==> config.mk <==
export PLATFORM = sky130hd
export DESIGN_NAME = rtc_bus_write_ctrl
export DESIGN_NICKNAME = d
export VERILOG_FILES = /design/src/rtl/rtc_bus_pkg.sv /design/src/rtl/rtc_phase_timer.sv /design/src/rtl/rtc_bus_write_ctrl.sv
export SDC_FILE = /design/constraint.sdc
export NUM_CORES = 1
export LEC_CHECK = 0
export BUFFER_PORTS_ARGS = -buffer_cell sky130_fd_sc_hd__buf_2
export CAP_MARGIN = 10
export CORE_MARGIN = 1.5
export CORE_UTILIZATION = 50
export DETAILED_ROUTE_END_ITERATION = 16
export PLACE_DENSITY = 0.75
export SLEW_MARGIN = 15
export SYNTH_ARGS = -nofsm -noshare
export SYNTH_HDL_FRONTEND = slang
export SYNTH_SLANG_ARGS = --single-unit
export TNS_END_PERCENT = 20
==> constraint.sdc <==
create_clock -name clk -period 1.8 [get_ports clk]
set_input_delay 0.54 -clock clk [delete_from_list [all_inputs] [get_ports clk]]
set_output_delay 0.54 -clock clk [all_outputs]
set_load 0.05 [all_outputs]
==> src/rtl/rtc_bus_pkg.sv <==
// Shared types and constants for the RTC multiplexed-bus write controller:
// FSM state encoding, default bus timing, and the registered output bundle.
package rtc_bus_pkg;

  localparam int T_SU_DEF  = 2;
  localparam int T_WR_DEF  = 8;
  localparam int T_HD_DEF  = 2;
  localparam int T_GAP_DEF = 4;

  typedef enum logic [3:0] {
    S_IDLE     = 4'd0,
    S_A_SU     = 4'd1,
    S_A_WR     = 4'd2,
    S_A_HD     = 4'd3,
    S_GAP      = 4'd4,
    S_D_SU     = 4'd5,
    S_D_WR     = 4'd6,
    S_D_HD     = 4'd7,
    S_DONE     = 4'd8,
    S_WAIT_CLR = 4'd9
  } state_e;

  typedef struct packed {
    logic [7:0] ad_out;
    logic       ad_oe;
    logic       cs_n;
    logic       wr_n;
    logic       rd_n;
    logic       a_d;
    logic       fin_wr;
    logic       busy;
  } bus_out_t;

  localparam bus_out_t BUS_IDLE = '{
    ad_out: 8'h00, ad_oe: 1'b0, cs_n: 1'b1, wr_n: 1'b1,
    rd_n:   1'b1,  a_d:   1'b1, fin_wr: 1'b0, busy: 1'b0
  };

  function automatic int max4(input int a, input int b, input int c, input int d);
    int m;
    m = a;
    if (b > m) m = b;
    if (c > m) m = c;
    if (d > m) m = d;
    return m;
  endfunction

  // The counter is loaded with (param - 1), so clog2(max) bits suffice; keep at least one bit.
  function automatic int cnt_width(input int max_val);
    return (max_val < 2) ? 1 : $clog2(max_val);
  endfunction

  function automatic bus_out_t decode_outputs(input state_e s, input logic [7:0] addr,
                                              input logic [7:0] data);
    bus_out_t o;
    o      = BUS_IDLE;
    o.busy = (s != S_IDLE);
    case (s)
      S_A_SU, S_A_WR, S_A_HD: begin
        o.cs_n   = 1'b0;
        o.a_d    = 1'b0;
        o.ad_oe  = 1'b1;
        o.ad_out = addr;
        o.wr_n   = (s != S_A_WR);
      end
      S_D_SU, S_D_WR, S_D_HD: begin
        o.cs_n   = 1'b0;
        o.a_d    = 1'b1;
        o.ad_oe  = 1'b1;
        o.ad_out = data;
        o.wr_n   = (s != S_D_WR);
      end
      S_DONE:  o.fin_wr = 1'b1;
      default: ;
    endcase
    return o;
  endfunction

endpackage

==> src/rtl/rtc_phase_timer.sv <==
// Loadable down-counter timing each bus phase; done_o is high once the count reaches zero.
module rtc_phase_timer #(
  parameter int W = 3
) (
  input  logic         clk,
  input  logic         reset,
  input  logic         load_i,
  input  logic [W-1:0] value_i,
  output logic         done_o
);

  logic [W-1:0] count_q, count_d;

  // NOTE: every signal assigned in always_comb gets a default first, so no latch is inferred.
  always_comb begin
    count_d = count_q;
    if (load_i)               count_d = value_i;
    else if (count_q != '0)   count_d = count_q - 1'b1;
  end

  // NOTE: state registers use non-blocking assignments so all flops update together at the edge.
  always_ff @(posedge clk) begin
    if (reset) count_q <= '0;
    else       count_q <= count_d;
  end

  assign done_o = (count_q == '0);

endmodule

==> src/rtl/rtc_bus_write_ctrl.sv <==
// Executes one address-phase + data-phase write on the RTC multiplexed bus per request,
// then pulses fin_wr and waits for the decoder to drop en_progra.
module rtc_bus_write_ctrl
  import rtc_bus_pkg::*;
#(
  parameter int T_SU  = T_SU_DEF,
  parameter int T_WR  = T_WR_DEF,
  parameter int T_HD  = T_HD_DEF,
  parameter int T_GAP = T_GAP_DEF
) (
  input  logic       clk,
  input  logic       reset,
  input  logic       en_progra,
  input  logic       sw,
  input  logic [7:0] addr_in,
  input  logic [7:0] data_in,
  output logic [7:0] ad_out,
  output logic       ad_oe,
  output logic       cs_n,
  output logic       wr_n,
  output logic       rd_n,
  output logic       a_d,
  output logic       fin_wr,
  output logic       busy
);

  localparam int CNT_W = cnt_width(max4(T_SU, T_WR, T_HD, T_GAP));

  localparam logic [CNT_W-1:0] LD_SU  = CNT_W'(T_SU - 1);
  localparam logic [CNT_W-1:0] LD_WR  = CNT_W'(T_WR - 1);
  localparam logic [CNT_W-1:0] LD_HD  = CNT_W'(T_HD - 1);
  localparam logic [CNT_W-1:0] LD_GAP = CNT_W'(T_GAP - 1);

  state_e           state_q, state_d;
  logic [7:0]       addr_q, addr_d;
  logic [7:0]       data_q, data_d;
  bus_out_t         out_q;
  logic             tmr_load;
  logic [CNT_W-1:0] tmr_value;
  logic             tmr_done;

  rtc_phase_timer #(.W(CNT_W)) u_timer (
    .clk     (clk),
    .reset   (reset),
    .load_i  (tmr_load),
    .value_i (tmr_value),
    .done_o  (tmr_done)
  );

  always_comb begin
    state_d   = state_q;
    addr_d    = addr_q;
    data_d    = data_q;
    tmr_load  = 1'b0;
    tmr_value = '0;
    case (state_q)
      S_IDLE: if (en_progra && sw) begin
        state_d   = S_A_SU;
        addr_d    = addr_in;
        data_d    = data_in;
        tmr_load  = 1'b1;
        tmr_value = LD_SU;
      end
      S_A_SU: if (tmr_done) begin
        state_d = S_A_WR; tmr_load = 1'b1; tmr_value = LD_WR;
      end
      S_A_WR: if (tmr_done) begin
        state_d = S_A_HD; tmr_load = 1'b1; tmr_value = LD_HD;
      end
      S_A_HD: if (tmr_done) begin
        state_d = S_GAP; tmr_load = 1'b1; tmr_value = LD_GAP;
      end
      S_GAP: if (tmr_done) begin
        state_d = S_D_SU; tmr_load = 1'b1; tmr_value = LD_SU;
      end
      S_D_SU: if (tmr_done) begin
        state_d = S_D_WR; tmr_load = 1'b1; tmr_value = LD_WR;
      end
      S_D_WR: if (tmr_done) begin
        state_d = S_D_HD; tmr_load = 1'b1; tmr_value = LD_HD;
      end
      S_D_HD:     if (tmr_done) state_d = S_DONE;
      S_DONE:     state_d = S_WAIT_CLR;
      // Hold here until the decoder drops its stale request level.
      S_WAIT_CLR: if (!en_progra) state_d = S_IDLE;
      default:    state_d = S_IDLE;
    endcase
  end

  // Pins are a registered decode of the current state, so they trail the state by one cycle.
  always_ff @(posedge clk) begin
    if (reset) begin
      state_q <= S_IDLE;
      addr_q  <= '0;
      data_q  <= '0;
      out_q   <= BUS_IDLE;
    end else begin
      state_q <= state_d;
      addr_q  <= addr_d;
      data_q  <= data_d;
      out_q   <= decode_outputs(state_q, addr_q, data_q);
    end
  end

  assign ad_out = out_q.ad_out;
  assign ad_oe  = out_q.ad_oe;
  assign cs_n   = out_q.cs_n;
  assign wr_n   = out_q.wr_n;
  assign rd_n   = out_q.rd_n;
  assign a_d    = out_q.a_d;
  assign fin_wr = out_q.fin_wr;
  assign busy   = out_q.busy;

endmodule

==> run_summary.xml, run 1 <==
<?xml version="1.0" encoding="UTF-8"?>
<metrics>
  <group name="timing">
    <metric name="fmax" unit="MHz">587</metric>
    <metric name="max_slew_margin" unit="%">63.4</metric>
    <metric name="final-setup-viol-count" unit="">0</metric>
    <metric name="final.period_utilization" unit="%">94.7</metric>
    <metric name="timing.setup.tns" unit="ps">0</metric>
    <metric name="hold_viol" unit="">0</metric>
    <metric name="finClkSkew" unit="ps">12.4</metric>
    <metric name="unrepaired_setup_endpoints_after_global_routing" unit="">false</metric>
    <metric name="max_slew.worst_pin.slew" unit="ps">548</metric>
    <metric name="min_clock_period_post_route" unit="ps">1700</metric>
    <metric name="final-max-slew-violation-count" unit="">0</metric>
    <metric name="whs" unit="ps">423</metric>
  </group>
  <group name="yosys">
    <metric name="edff_count_synth" unit="">0</metric>
    <metric name="synth_largest_type_area_fraction" unit="%">45.5</metric>
    <metric name="synth_nets" unit="">200</metric>
    <metric name="synth.top_cells.by_count" unit="">sky130_fd_sc_hd__dfxtp_1, sky130_fd_sc_hd__nand2_1, sky130_fd_sc_hd__a21oi_1</metric>
    <metric name="post_synth_inst_count" unit="">178</metric>
    <metric name="ys.flop_type" unit="">sky130_fd_sc_hd__dfxtp_1</metric>
    <metric name="synth.distinct_cells" unit="">40</metric>
    <metric name="yosys_warnings" unit="">0</metric>
    <metric name="synthTopCellsByArea" unit="">sky130_fd_sc_hd__dfxtp_1, sky130_fd_sc_hd__nand2_1, sky130_fd_sc_hd__a21oi_1, sky130_fd_sc_hd__mux2i_1, sky130_fd_sc_hd__clkbuf_8</metric>
    <metric name="synth-async-reset-ratio" unit="%">0</metric>
    <metric name="post-synth-top-area-cell" unit="">sky130_fd_sc_hd__dfxtp_1</metric>
    <metric name="post_synth_instance_area" unit="mm2">0.00163</metric>
    <metric name="yosys.cell_count.top_type" unit="">sky130_fd_sc_hd__dfxtp_1</metric>
    <metric name="yosys_register_bits" unit="">37</metric>
    <metric name="synthesis.area_per_instance" unit="um2">9.14</metric>
    <metric name="synth-seq-area-share" unit="%">45.5</metric>
  </group>
  <group name="route">
    <metric name="routed_via_density" unit="">5.18</metric>
    <metric name="detailedRoute.firstIterationViolations" unit="">28</metric>
    <metric name="detailedRoute.firstPassIterationCount" unit="">4</metric>
    <metric name="route.vias.total" unit="">1331</metric>
    <metric name="drcViolationCount" unit="">0</metric>
    <metric name="post_drt_wl_per_cell" unit="um">11.7</metric>
    <metric name="route.final.wire_length" unit="um">3020</metric>
    <metric name="drtAntennaViolNets" unit="">0</metric>
  </group>
  <group name="critical_path">
    <metric name="crit_path_end_kind" unit="">flop</metric>
    <metric name="crit_chain" unit="">inv_1 &gt; ha_1 &gt; ha_1 &gt; buf_4 &gt; o21ba_2 &gt; a2111oi_4 &gt; o22a_1 &gt; nor3_2</metric>
    <metric name="critical_path.n_buffers_inverters" unit="">2</metric>
    <metric name="critical_path.most_common_cell" unit="">sky130_fd_sc_hd__ha_1</metric>
    <metric name="timing.critical_path.from_type" unit="">flop</metric>
    <metric name="worstSetupPathType" unit="">flop to flop</metric>
    <metric name="max_fo_critical_path" unit="">10</metric>
    <metric name="path_delay_family" unit="">compound AO/OA/AOI/OAI gates</metric>
    <metric name="setup.reg_to_reg.worst_slack" unit="ps">100</metric>
    <metric name="cp_slowest_cell" unit="">sky130_fd_sc_hd__dfxtp_2</metric>
    <metric name="delay_of_the_slowest_critical_path_stage" unit="ps">360</metric>
    <metric name="worst-endpoint-arrival" unit="ps">1970</metric>
    <metric name="worstPathRequired" unit="ps">2070</metric>
  </group>
  <group name="clock_network">
    <metric name="cts_buffers" unit="">5</metric>
    <metric name="cts_hold_repair.buffers" unit="">0</metric>
    <metric name="clkSlewWorstSetupHoldPaths" unit="ps">120</metric>
    <metric name="clock_sinks" unit="">37</metric>
    <metric name="max-clock-path-buffers" unit="">2</metric>
    <metric name="htree_num_levels" unit="">2</metric>
    <metric name="clock_latency" unit="ps">340</metric>
    <metric name="clock-root-buffer" unit="">sky130_fd_sc_hd__clkbuf_4</metric>
    <metric name="cts_tree" unit="">yes</metric>
  </group>
  <group name="place">
    <metric name="dp_hpwl" unit="um">2150</metric>
    <metric name="globalplace.congestion" unit="">0.848</metric>
    <metric name="placement.io_buffers" unit="">33</metric>
    <metric name="dpl.cell_count" unit="">249</metric>
  </group>
  <group name="die">
    <metric name="coreArea" unit="mm2">0.00308</metric>
    <metric name="dieArea" unit="mm2">0.00360</metric>
    <metric name="placement_rows" unit="">20</metric>
    <metric name="die_w" unit="um">60.0</metric>
    <metric name="floorplan.io_pins" unit="">35</metric>
    <metric name="chipHeight" unit="um">60.0</metric>
    <metric name="initial_core_util" unit="%">52.8</metric>
  </group>
  <group name="grt">
    <metric name="first_global_vias" unit="">1186</metric>
    <metric name="grt_use_met1" unit="%">21.2</metric>
    <metric name="maximum_number_of_pins_on_one_net_before_global_route_repair" unit="">26</metric>
    <metric name="use_met3" unit="%">5.84</metric>
    <metric name="grt_first_pass_wirelength" unit="um">4900</metric>
    <metric name="global_route.usage.met2" unit="%">31.5</metric>
    <metric name="grtUsageTotal" unit="%">18.4</metric>
    <metric name="grt_busiest_layer" unit="">met2</metric>
    <metric name="final_global_route_overflow_total" unit="">0</metric>
    <metric name="grt_antenna_before_repair" unit="">0</metric>
  </group>
  <group name="final_layout">
    <metric name="post_route_cells_drive_above_1_share" unit="%">30.0</metric>
    <metric name="area_growth_syn_to_layout" unit="%">14.0</metric>
    <metric name="finalCoreUtilization" unit="%">60.2</metric>
    <metric name="post_layout_nets" unit="">234</metric>
    <metric name="antenna_cells_inserted" unit="">0</metric>
    <metric name="stdcell_count" unit="">257</metric>
  </group>
  <group name="pwr">
    <metric name="leakage" unit="nW">0.754</metric>
    <metric name="power_density" unit="mW/mm2">1340</metric>
    <metric name="vdd_ir_drop_max" unit="mV">0.701</metric>
    <metric name="total_power" unit="mW">2.49</metric>
  </group>
  <group name="run">
    <metric name="drv.max_cap_violation_count" unit="">0</metric>
  </group>
  <group name="worst_hold_path">
    <metric name="worstHoldPathType" unit="">input port to flop</metric>
  </group>
  <group name="run_status">
    <metric name="outcome" unit="">completed</metric>
  </group>
</metrics>
placed cells by master (no fill, tap or decap), types with 2 or more instances in the layout:
cell type | synthesis | routed
sky130_fd_sc_hd__a2111oi_4 | 1 | 2
sky130_fd_sc_hd__a211o_1 | 2 | 2
sky130_fd_sc_hd__a21oi_1 | 18 | 18
sky130_fd_sc_hd__a2bb2oi_1 | 2 | 2
sky130_fd_sc_hd__buf_2 | 3 | 33
sky130_fd_sc_hd__buf_4 | 3 | 9
sky130_fd_sc_hd__clkbuf_4 | 0 | 5
sky130_fd_sc_hd__dfxtp_1 | 37 | 36
sky130_fd_sc_hd__ha_1 | 2 | 2
sky130_fd_sc_hd__inv_1 | 6 | 6
sky130_fd_sc_hd__mux2i_1 | 8 | 8
sky130_fd_sc_hd__nand2_1 | 34 | 34
sky130_fd_sc_hd__nand3_1 | 6 | 6
sky130_fd_sc_hd__nand4_1 | 2 | 2
sky130_fd_sc_hd__nor2_1 | 17 | 17
sky130_fd_sc_hd__nor3_1 | 4 | 3
sky130_fd_sc_hd__o21ai_0 | 3 | 3
power by group:
group	leakage, nW	internal (mW)	switching (mW)
Sequential	0.302	0.942	0.106
Clock	0.0382	0.190	0.271
Combinational	0.414	0.408	0.571
Total	0.754	1.54	0.948
flip-flops by register name, indices dropped and copies added, names as in the netlist:
register and cells:
wr_n 1, fin_wr 1, data_q 8, a_d 1
busy 1, ad_out 8, addr_q 8, ad_oe 1
state_q 4, u_timer.count_q 3, cs_n 1
tightest hold or removal path: stages:
cell	delay [ps]
sky130_fd_sc_hd__buf_2	90
sky130_fd_sc_hd__nand2_1	40
sky130_fd_sc_hd__a21oi_1	50
worst paths after layout:
kind / start / depth (start not counted) / end
worst max-delay path: u_timer.count_q[0] / 8 / u_timer.count_q[2]
worst min-delay path: data_in[6] / 3 / data_q[6]
worst max register to register: u_timer.count_q[0] / 8 / u_timer.count_q[2]
worst min register to register: data_q[0] / 2 / data_q[0]
kinds of logic after synthesis:
family	Yosys count	share of synthesized area, %
other	1	0.231
adder cells (fa/ha/maj)	2	1.54
multiplexers	9	5.62
XOR/XNOR	2	1.08
flip-flops	37	45.5
buffers and inverters	21	10.2
AO/OA/AOI/OAI	37	16.6
AND/OR/NAND/NOR	69	19.2
layer usage:
metal	part of all wire, %	wire length, um
met1	42	1280
met2	52	1560
met3	4.5	137
met4	1.6	48
met5	0	0
area by class of cell:
| type | instances | area (um2) |
|---|---|---|
| clock inverter | 2 | 13.8 |
| fill | 282 | 1220 |
| multi-input combinational | 120 | 737 |
| inverter | 6 | 22.5 |
| timing repair buffer | 42 | 233 |
| sequential | 37 | 742 |
| clock buffer | 6 | 51.3 |
| tap | 44 | 55.1 |
stage by stage:
step	setup WS (ps)	area [um2]
after floorplan	178	1630
final	95.2	1850
after CTS	16.6	1840
after global placement	148	1770
after detailed placement	36.1	1770
after global routing	4.96	1850
what timing repair did:
action,CTS,global route
setup buffers,0,0
endpoints found under the setup margin,0,2
gates resized for setup,0,3
(Power assumes the default switching activity.)
==> run 2: changes to the inputs <==
--- a/config.mk
+++ b/config.mk
@@ -9,6 +9,7 @@
 export CAP_MARGIN = 10
 export CORE_MARGIN = 1.5
 export CORE_UTILIZATION = 50
+export CTS_BUF_LIST = sky130_fd_sc_hd__clkbuf_2
 export DETAILED_ROUTE_END_ITERATION = 16
 export PLACE_DENSITY = 0.75
 export SLEW_MARGIN = 15
==> run 2 against run 1 <==
Effect of this change: die area unchanged; largest cell class unchanged; critical path type unchanged; global-route usage rose by 0.090 points; total power is 4.1% lower; via count down 1.8%; register-to-register slack is essentially flat; final cell count is the same.
==> run_summary.xml, run 2 (synthesis results as in run 1) <==
<?xml version="1.0" encoding="UTF-8"?>
<metrics>
  <group name="place">
    <metric name="globalplace.congestion" unit="">0.848</metric>
    <metric name="dp_hpwl" unit="um">2150</metric>
    <metric name="dpl.cell_count" unit="">249</metric>
    <metric name="placement.io_buffers" unit="">33</metric>
  </group>
  <group name="die">
    <metric name="coreArea" unit="mm2">0.00308</metric>
    <metric name="dieArea" unit="mm2">0.00360</metric>
    <metric name="placement_rows" unit="">20</metric>
    <metric name="die_w" unit="um">60.0</metric>
    <metric name="chipHeight" unit="um">60.0</metric>
    <metric name="initial_core_util" unit="%">52.8</metric>
    <metric name="floorplan.io_pins" unit="">35</metric>
  </group>
  <group name="route">
    <metric name="detailedRoute.firstIterationViolations" unit="">26</metric>
    <metric name="route.vias.total" unit="">1307</metric>
    <metric name="drcViolationCount" unit="">0</metric>
    <metric name="drtAntennaViolNets" unit="">0</metric>
    <metric name="route.final.wire_length" unit="um">3020</metric>
    <metric name="post_drt_wl_per_cell" unit="um">11.7</metric>
    <metric name="routed_via_density" unit="">5.09</metric>
    <metric name="detailedRoute.firstPassIterationCount" unit="">4</metric>
  </group>
  <group name="run">
    <metric name="drv.max_cap_violation_count" unit="">0</metric>
  </group>
  <group name="critical_path">
    <metric name="worstSetupPathType" unit="">flop to flop</metric>
    <metric name="setup.reg_to_reg.worst_slack" unit="ps">90</metric>
    <metric name="delay_of_the_slowest_critical_path_stage" unit="ps">380</metric>
    <metric name="worst-endpoint-arrival" unit="ps">2010</metric>
    <metric name="worst-r2r-cell-count" unit="">8</metric>
    <metric name="crit_path_end_kind" unit="">flop</metric>
    <metric name="worstPathRequired" unit="ps">2100</metric>
    <metric name="timing.critical_path.from_type" unit="">flop</metric>
    <metric name="crit_chain" unit="">inv_1 &gt; ha_1 &gt; ha_1 &gt; buf_4 &gt; o21ba_2 &gt; a2111oi_4 &gt; o22a_1 &gt; nor3_2</metric>
    <metric name="max_fo_critical_path" unit="">10</metric>
    <metric name="cp_slowest_cell" unit="">sky130_fd_sc_hd__dfxtp_2</metric>
    <metric name="worstReg2RegStart" unit="">u_timer.count_q[0]</metric>
    <metric name="critical_path.most_common_cell" unit="">sky130_fd_sc_hd__ha_1</metric>
    <metric name="crit-reg2reg-capture" unit="">u_timer.count_q[2]</metric>
  </group>
  <group name="final_layout">
    <metric name="post_layout_nets" unit="">234</metric>
    <metric name="number_of_fillers_in_the_final_layout" unit="">288</metric>
    <metric name="area_growth_syn_to_layout" unit="%">12.6</metric>
    <metric name="antenna_cells_inserted" unit="">0</metric>
    <metric name="finalCoreUtilization" unit="%">59.5</metric>
    <metric name="stdcell_count" unit="">257</metric>
    <metric name="post_route_cells_drive_above_1_share" unit="%">29.6</metric>
    <metric name="most_frequent_standard_cell_in_the_layout_excluding_fill_and_tap_cells" unit="">sky130_fd_sc_hd__dfxtp_1</metric>
    <metric name="layout.cells.most_common_list" unit="">sky130_fd_sc_hd__dfxtp_1, sky130_fd_sc_hd__nand2_1, sky130_fd_sc_hd__buf_2, sky130_fd_sc_hd__a21oi_1, sky130_fd_sc_hd__nor2_1</metric>
  </group>
  <group name="pwr">
    <metric name="vdd_ir_drop_max" unit="mV">0.659</metric>
    <metric name="leakage" unit="nW">0.746</metric>
    <metric name="power_density" unit="mW/mm2">1300</metric>
  </group>
  <group name="grt">
    <metric name="first_global_vias" unit="">1185</metric>
    <metric name="grtUsageTotal" unit="%">18.5</metric>
    <metric name="maximum_number_of_pins_on_one_net_before_global_route_repair" unit="">26</metric>
    <metric name="grt_antenna_before_repair" unit="">0</metric>
    <metric name="final_global_route_overflow_total" unit="">0</metric>
    <metric name="grt_first_pass_wirelength" unit="um">4910</metric>
  </group>
  <group name="timing">
    <metric name="final-max-slew-violation-count" unit="">0</metric>
    <metric name="max_slew.worst_pin.slew" unit="ps">560</metric>
    <metric name="finClkSkew" unit="ps">25.9</metric>
    <metric name="final.period_utilization" unit="%">95.0</metric>
    <metric name="fmax" unit="MHz">585</metric>
    <metric name="max_slew_margin" unit="%">62.6</metric>
    <metric name="min_clock_period_post_route" unit="ps">1710</metric>
    <metric name="timing.setup.tns" unit="ps">0</metric>
    <metric name="hold_viol" unit="">0</metric>
    <metric name="final-setup-viol-count" unit="">0</metric>
  </group>
  <group name="clock_network">
    <metric name="cts_hold_repair.buffers" unit="">0</metric>
    <metric name="htree_num_levels" unit="">2</metric>
    <metric name="cts_buffers" unit="">5</metric>
    <metric name="clock-root-buffer" unit="">sky130_fd_sc_hd__clkbuf_2</metric>
    <metric name="clkSlewWorstSetupHoldPaths" unit="ps">200</metric>
    <metric name="cts_tree" unit="">yes</metric>
    <metric name="clock_latency" unit="ps">380</metric>
    <metric name="clock_sinks" unit="">37</metric>
    <metric name="max-clock-path-buffers" unit="">2</metric>
  </group>
  <group name="run_status">
    <metric name="outcome" unit="">completed</metric>
  </group>
  <group name="worst_hold_path">
    <metric name="worstHoldPathType" unit="">input port to flop</metric>
    <metric name="hold_path_depth" unit="">3</metric>
    <metric name="hold_path_startpoint" unit="">data_in[6]</metric>
    <metric name="min_delay_worst_endpoint" unit="">data_q[6]</metric>
  </group>
</metrics>
[run 2: timing repair]
action	CTS	global route
setup buffers	0	0
setup endpoints to repair	0	2
resized for setup	0	3
[run 2: critical path: cells and delay by family (launching register included)]
family	cells	cell delay, ps
AND/OR/NAND/NOR	1	160
AO/OA/AOI/OAI	3	540
adder cells (fa/ha/maj)	2	370
flip-flops	1	380
buffers and inverters	2	220
[run 2: area by class of cell]
type,count,area (um2),area share [%]
repair buffers,42,233,12.7
clock inverters,3,17.5,0.956
well taps,44,55.1,3.01
multi-input cells,120,737,40.2
inverters,6,22.5,1.23
clock buffers,5,25.0,1.37
flip-flops and latches,37,742,40.5
[run 2: per-layer routing]
metal | GRT usage (%) | wire, um | up-vias
met4 | 7.94 | 23 | 0
li1 | - | - | 660
met3 | 5.84 | 136 | 4
met5 | 0 | 0 | -
met2 | 31.1 | 1580 | 33
met1 | 21.5 | 1270 | 610
[run 2: through the flow]
step / setup slack, ps / cell area [um2] / hold WS (ps) / power [mW]
floorplan: 178 / 1630 / 433 / 1.84
global placement: 148 / 1770 / 441 / 1.94
detailed placement: 36.1 / 1770 / 447 / 2.00
CTS: 11.2 / 1810 / 342 / 2.36
global route: -8.61 / 1830 / 337 / 2.54
finish: 89.7 / 1830 / 371 / 2.38
[run 2: worst max path at each step]
stage                        from                  to  slack (ps)
6_report       u_timer.count_q[0]  u_timer.count_q[2]          90
3_3_place_gp   u_timer.count_q[0]  u_timer.count_q[1]         150
5_1_grt        u_timer.count_q[0]  u_timer.count_q[2]          -9
3_5_place_dp   u_timer.count_q[0]  u_timer.count_q[1]          40
4_1_cts        u_timer.count_q[0]  u_timer.count_q[1]          10
2_1_floorplan  u_timer.count_q[0]  u_timer.count_q[1]         180
[run 2: where the power goes]
| group | switching (mW) | internal [mW] |
|---|---|---|
| clock | 0.267 | 0.0918 |
| sequential | 0.105 | 0.943 |
| combinational | 0.570 | 0.408 |
